[src/rtl/event_write_arbiter.sv]
// Round-robin write-burst arbiter with an outstanding-response limit and a sticky protocol-error flag.
// Optional macro EVENT_WRITE_ARBITER_HDR_PRIORITY_EN gives requester NREQ-1 (header) strict priority.
module event_write_arbiter #(
  parameter int NREQ            = 5,
  parameter int MAX_OUTSTANDING = 8
) (
  input  logic            memclk,
  input  logic            memrst,
  input  logic [NREQ-1:0] req_i,
  input  logic [NREQ-1:0] mask_i,
  output logic [NREQ-1:0] gnt_o,
  output logic            gnt_valid_o,
  input  logic            burst_done_i,
  input  logic            bresp_i,
  output logic [3:0]      outstanding_o,
  output logic            err_o,
  output logic            state_o
);

  localparam int PW = (NREQ > 1) ? $clog2(NREQ) : 1;
  localparam logic [3:0] MAX_CNT = 4'(MAX_OUTSTANDING);

  typedef enum logic {IDLE = 1'b0, BUSY = 1'b1} state_t;

  state_t          state_q;
  logic [PW-1:0]   ptr_q, ptr_d;
  logic [NREQ-1:0] gnt_q, pick_d, eligible;
  logic            gnt_valid_q;
  logic [3:0]      cnt_q, cnt_d;
  logic            err_q, err_d;
  logic            fire;
  logic            found;
  int              idx;

  assign eligible = req_i & ~mask_i;
  assign fire     = (state_q == IDLE) && (|eligible) && (cnt_q < MAX_CNT);

  // Search starts one past the last winner and wraps, so every requester gets a turn.
  always_comb begin
    pick_d = '0;
    ptr_d  = ptr_q;
    found  = 1'b0;
    idx    = 0;
    for (int off = 1; off <= NREQ; off++) begin
      idx = (int'(ptr_q) + off) % NREQ;
      if (!found && eligible[idx]) begin
        found       = 1'b1;
        pick_d      = '0;
        pick_d[idx] = 1'b1;
        ptr_d       = PW'(idx);
      end
    end
`ifdef EVENT_WRITE_ARBITER_HDR_PRIORITY_EN
    if (eligible[NREQ-1]) begin
      pick_d         = '0;
      pick_d[NREQ-1] = 1'b1;
      ptr_d          = ptr_q;
    end
`else
`endif
  end

  // A grant and a response on the same edge cancel; a response with nothing outstanding is an error.
  always_comb begin
    cnt_d = cnt_q;
    err_d = err_q;
    if (fire && !bresp_i) begin
      cnt_d = cnt_q + 4'd1;
    end else if (!fire && bresp_i) begin
      if (cnt_q == 4'd0) err_d = 1'b1;
      else               cnt_d = cnt_q - 4'd1;
    end
    if ((state_q == IDLE) && burst_done_i) err_d = 1'b1;
  end

  always_ff @(posedge memclk) begin
    if (memrst) begin
      state_q     <= IDLE;
      gnt_q       <= '0;
      gnt_valid_q <= 1'b0;
      ptr_q       <= PW'(NREQ - 1);
      cnt_q       <= 4'd0;
      err_q       <= 1'b0;
    end else begin
      cnt_q <= cnt_d;
      err_q <= err_d;
      case (state_q)
        IDLE: begin
          if (fire) begin
            gnt_q       <= pick_d;
            gnt_valid_q <= 1'b1;
            ptr_q       <= ptr_d;
            state_q     <= BUSY;
          end
        end
        BUSY: begin
          if (burst_done_i) begin
            gnt_q       <= '0;
            gnt_valid_q <= 1'b0;
            state_q     <= IDLE;
          end
        end
        default: state_q <= IDLE;
      endcase
    end
  end

  assign gnt_o         = gnt_q;
  assign gnt_valid_o   = gnt_valid_q;
  assign outstanding_o = cnt_q;
  assign err_o         = err_q;
  assign state_o       = state_q;

endmodule

[config.mk]
export PLATFORM = sky130hd
export DESIGN_NAME = event_write_arbiter
export DESIGN_NICKNAME = d
export VERILOG_FILES = /design/src/rtl/event_write_arbiter.sv
export SDC_FILE = /design/constraint.sdc
export NUM_CORES = 1
export LEC_CHECK = 0
export ABC_AREA = 1
export BUFFER_PORTS_ARGS = -buffer_cell sky130_fd_sc_hd__buf_2
export CAP_MARGIN = 20
export CORE_ASPECT_RATIO = 1.75
export CORE_MARGIN = 10
export CORE_UTILIZATION = 60
export CTS_CLUSTER_DIAMETER = 80
export CTS_CLUSTER_SIZE = 20
export DETAILED_ROUTE_END_ITERATION = 8
export HOLD_SLACK_MARGIN = 0.08
export PLACE_DENSITY = 0.92
export SYNTH_ARGS = -nofsm -noshare
export SYNTH_HDL_FRONTEND = slang
export SYNTH_SLANG_ARGS = --single-unit
[constraint.sdc]
create_clock -name memclk -period 6 [get_ports memclk]
set_input_delay 1.2 -clock memclk [delete_from_list [all_inputs] [get_ports memclk]]
set_output_delay 1.2 -clock memclk [all_outputs]
set_load 0.03 [all_outputs]
==> reports/results.tsv <==
metric	value	unit
non-filler cells, final	716	
CP endpoint kind	flip-flop	
cts repair resizes	0	
CTS root buf	clkbuf_8	
# setup viols final	0	
DRT Wirelength	9720	um
I/O Buffers	25	
Final Net Count	691	
hold path depth	2	
Final Hold Fails	0	
hpwl dp	8030	um
Req. time, crit path	6120	ps
placed inst area	3660	um2
register bit count reported by yosys	15	
max_slew headroom	0.572	
final worst setup slack	1460	ps
setup TNS	0	ps
vias in the first global route	3806	
reg2reg start	ptr_q[1]$_SDFFE_PP0P_	
Worst R2R Path Depth	24	
post-route ant nets	0	
TritonCTS clock tree	yes	
FILL cells	551	
Endpoint, Worst Hold	gnt_o[4]$_SDFFE_PP0P_	
CTS Hold Buffers Added	0	
core area	5630	um2
CP Max Fanout	16	
fmax	220	MHz
largest family of logic cells by synthesized area	simple AND/OR/NAND/NOR gates	
area of the multi-input gates	2820	um2
io pins	26	
Layout area overhead	6.24	%
GRT Util Overall	0.206	
Die ar.	9380	um2
DR vias/cell	5.67	
Place WS	1550	ps
Synth async-reset ratio	0	
critical path type	flip-flop to flip-flop	
Clk Latency, worst-skew pair	250	ps
first-pass GRT wire length	16600	um
RePlAce Congestion	0.922	
num rows	36	
Period Utilization, post-route	0.757	
Clock Skew	1.08	ps
yosys warns	0	
largest net degree at the start of global routing	20	
beginning of the worst hold path	gnt_o[4]$_SDFFE_PP0P_	
drt first pass iters	6	
flop2flop setup slack	1460	ps
Post-Synth Adder-Cell Area	0.131	
via count	4061	
Slew Viols, Final	0	
xor/xnor cell area share of the yosys netlist	0.0194	
DR iter-0 viols	252	
Avg Synthesized Cell Area	5.64	um2
share of cells above drive strength 1	0.155	
Max Cap Viol	0	
Simple-Gate Fraction of Synth Area	0.543	
clock slew at reported path FFs	60	ps
DR WL/cell	13.6	um
mux contribution to synthesized area	0	
Cell variety after synth	43	
Sequential Area	300	um2
Synth Instances	618	
Critical Path Source Type	flip-flop	
Arr. time, crit path	4670	ps
n_diodes	0	
Seq/Total Area, Yosys	0.0861	
starting density of the core	0.620	
Cells after DPL	712	
prevailing post-synth register cell	dfxtp_1	
Worst R2R End	ptr_q[0]$_SDFFE_PP0P_	
worst slew pin tran	635	ps
# Post-CTS Setup Buffers	0	
outcome	complete, no violations	
post-synthesis compound-gate area fraction	0.114	
number of antenna violations at the first check in global routing	0	
Post-synth EDFFs	0	
Mapped Nets	668	
Clock Sinks	15	
grt ovf	0	
final non-filler cell area	3710	um2
CTS Buf Count	3	
Synth Cell Area	3490	um2
CTS H-tree lvls	1	
Die Wd	77.6	um
CTS Buffer Depth	2	
Hold WC Path Type	flip-flop to flip-flop	
RSZ-0062 raised after global routing	no	
Die Span Y	121	um
min cycle time layout	4540	ps
# DRC	0	
[cells in the mapped netlist (2+ instances only)]
master / number / share of area
ha_1: 35 / 0.13
nor2_4: 4 / 0.013
nand2_1: 205 / 0.22
inv_2: 11 / 0.012
nand2_2: 25 / 0.045
or2_2: 2 / 0.0036
o211ai_1: 2 / 0.0043
clkbuf_1: 3 / 0.0032
xor2_1: 3 / 0.0075
dfxtp_1: 15 / 0.086
nor3_1: 8 / 0.011
o21a_1: 2 / 0.0043
xor2_2: 2 / 0.0093
nand2_4: 5 / 0.016
nand3_2: 7 / 0.020
nand3_1: 77 / 0.11
buf_6: 3 / 0.0097
o21ai_1: 2 / 0.0029
nand4_1: 18 / 0.032
buf_2: 2 / 0.0029
nor2_2: 6 / 0.011
inv_1: 71 / 0.076
o21ai_0: 23 / 0.033
nor4_1: 5 / 0.0090
a21oi_1: 20 / 0.029
o21ai_2: 2 / 0.0050
a211oi_1: 3 / 0.0065
nor2_1: 42 / 0.045
[flip-flops by register name, summed over array words and instances (netlist names)]
register,count
gnt_o,5
outstanding_o,4
ptr_q,3
err_o,1
gnt_valid_o,1
state_o,1
[kinds of logic (layout without fill, tap and decap cells)]
logic type | count (synthesis) | in the layout
buffers and inverters | 91 | 113
DFF | 15 | 15
AOI/OAI and AO/OA | 65 | 65
and+or+nand+nor | 405 | 405
xor gates and xnor gates | 6 | 6
adders and majority gates | 36 | 36
[per-layer routing]
metal | GRT usage | vias up | part of all wire
li1 | - | 2054 | -
met1 | 0.204 | 1824 | 0.38
met2 | 0.394 | 138 | 0.53
met3 | 0.0208 | 45 | 0.042
met4 | 0.123 | 0 | 0.047
met5 | 0 | - | 0
[how the worst max path moves through the flow]
stage | startpoint | end | slack (ps)
finish | ptr_q[1]$_SDFFE_PP0P_ | ptr_q[0]$_SDFFE_PP0P_ | 1460
global route | ptr_q[1]$_SDFFE_PP0P_ | ptr_q[0]$_SDFFE_PP0P_ | 1030
CTS | ptr_q[1]$_SDFFE_PP0P_ | ptr_q[0]$_SDFFE_PP0P_ | 1550
detailed placement | ptr_q[1]$_SDFFE_PP0P_ | ptr_q[0]$_SDFFE_PP0P_ | 1550
global placement | ptr_q[1]$_SDFFE_PP0P_ | ptr_q[0]$_SDFFE_PP0P_ | 1630
floorplan | ptr_q[0]$_SDFFE_PP0P_ | ptr_q[0]$_SDFFE_PP0P_ | 2390
[stage by stage]
step / hold slack [ps] / util
4_1_cts: 463 / 0.658
5_1_grt: 487 / 0.658
3_3_place_gp: 447 / 0.650
2_1_floorplan: 572 / -
6_report: 462 / 0.658
3_5_place_dp: 454 / 0.650
[worst max-delay path, stage by stage, from the launching register on]
cell and delay [ps]:
dfxtp_1 640, inv_1 310, ha_1 570, inv_1 320, ha_1 310, inv_1 60
nand3_1 100, nand2_2 100, nand2_2 100, nand2_1 120, nand2_1 100, nand2_2 140
nand2_2 80, nand2_1 60, nand2_1 100, inv_1 150, nand3_1 100, nand3_1 130
nor2_4 70, nor2_8 220, nand3_2 260, nor2_1 160, nor2_1 60, nand2_1 80
a21oi_1 70
[layout make-up]
type	count	area share
inverter	82	0.0831
clock buffer	4	0.0122
sequential	15	0.0810
multi-input combinational	512	0.760
timing repair buffer	27	0.0378
tap	76	0.0257
[cell usage in the layout, fill, tap and decap left out, types with 4 or more instances in the layout]
master and count:
nand3_2 7, nor2_2 6, buf_2 25, inv_1 71, nand2_4 5, inv_2 11, nand2_1 205, o21ai_0 23
nor2_4 4, dfxtp_1 15, ha_1 35, nor2_1 42, a21oi_1 20, nand4_1 18, nand3_1 77, nor3_1 8
nor4_1 5, nand2_2 25
Power is not shown: default switching activity piles up to over one toggle a cycle in this logic, so the estimate is an artifact.
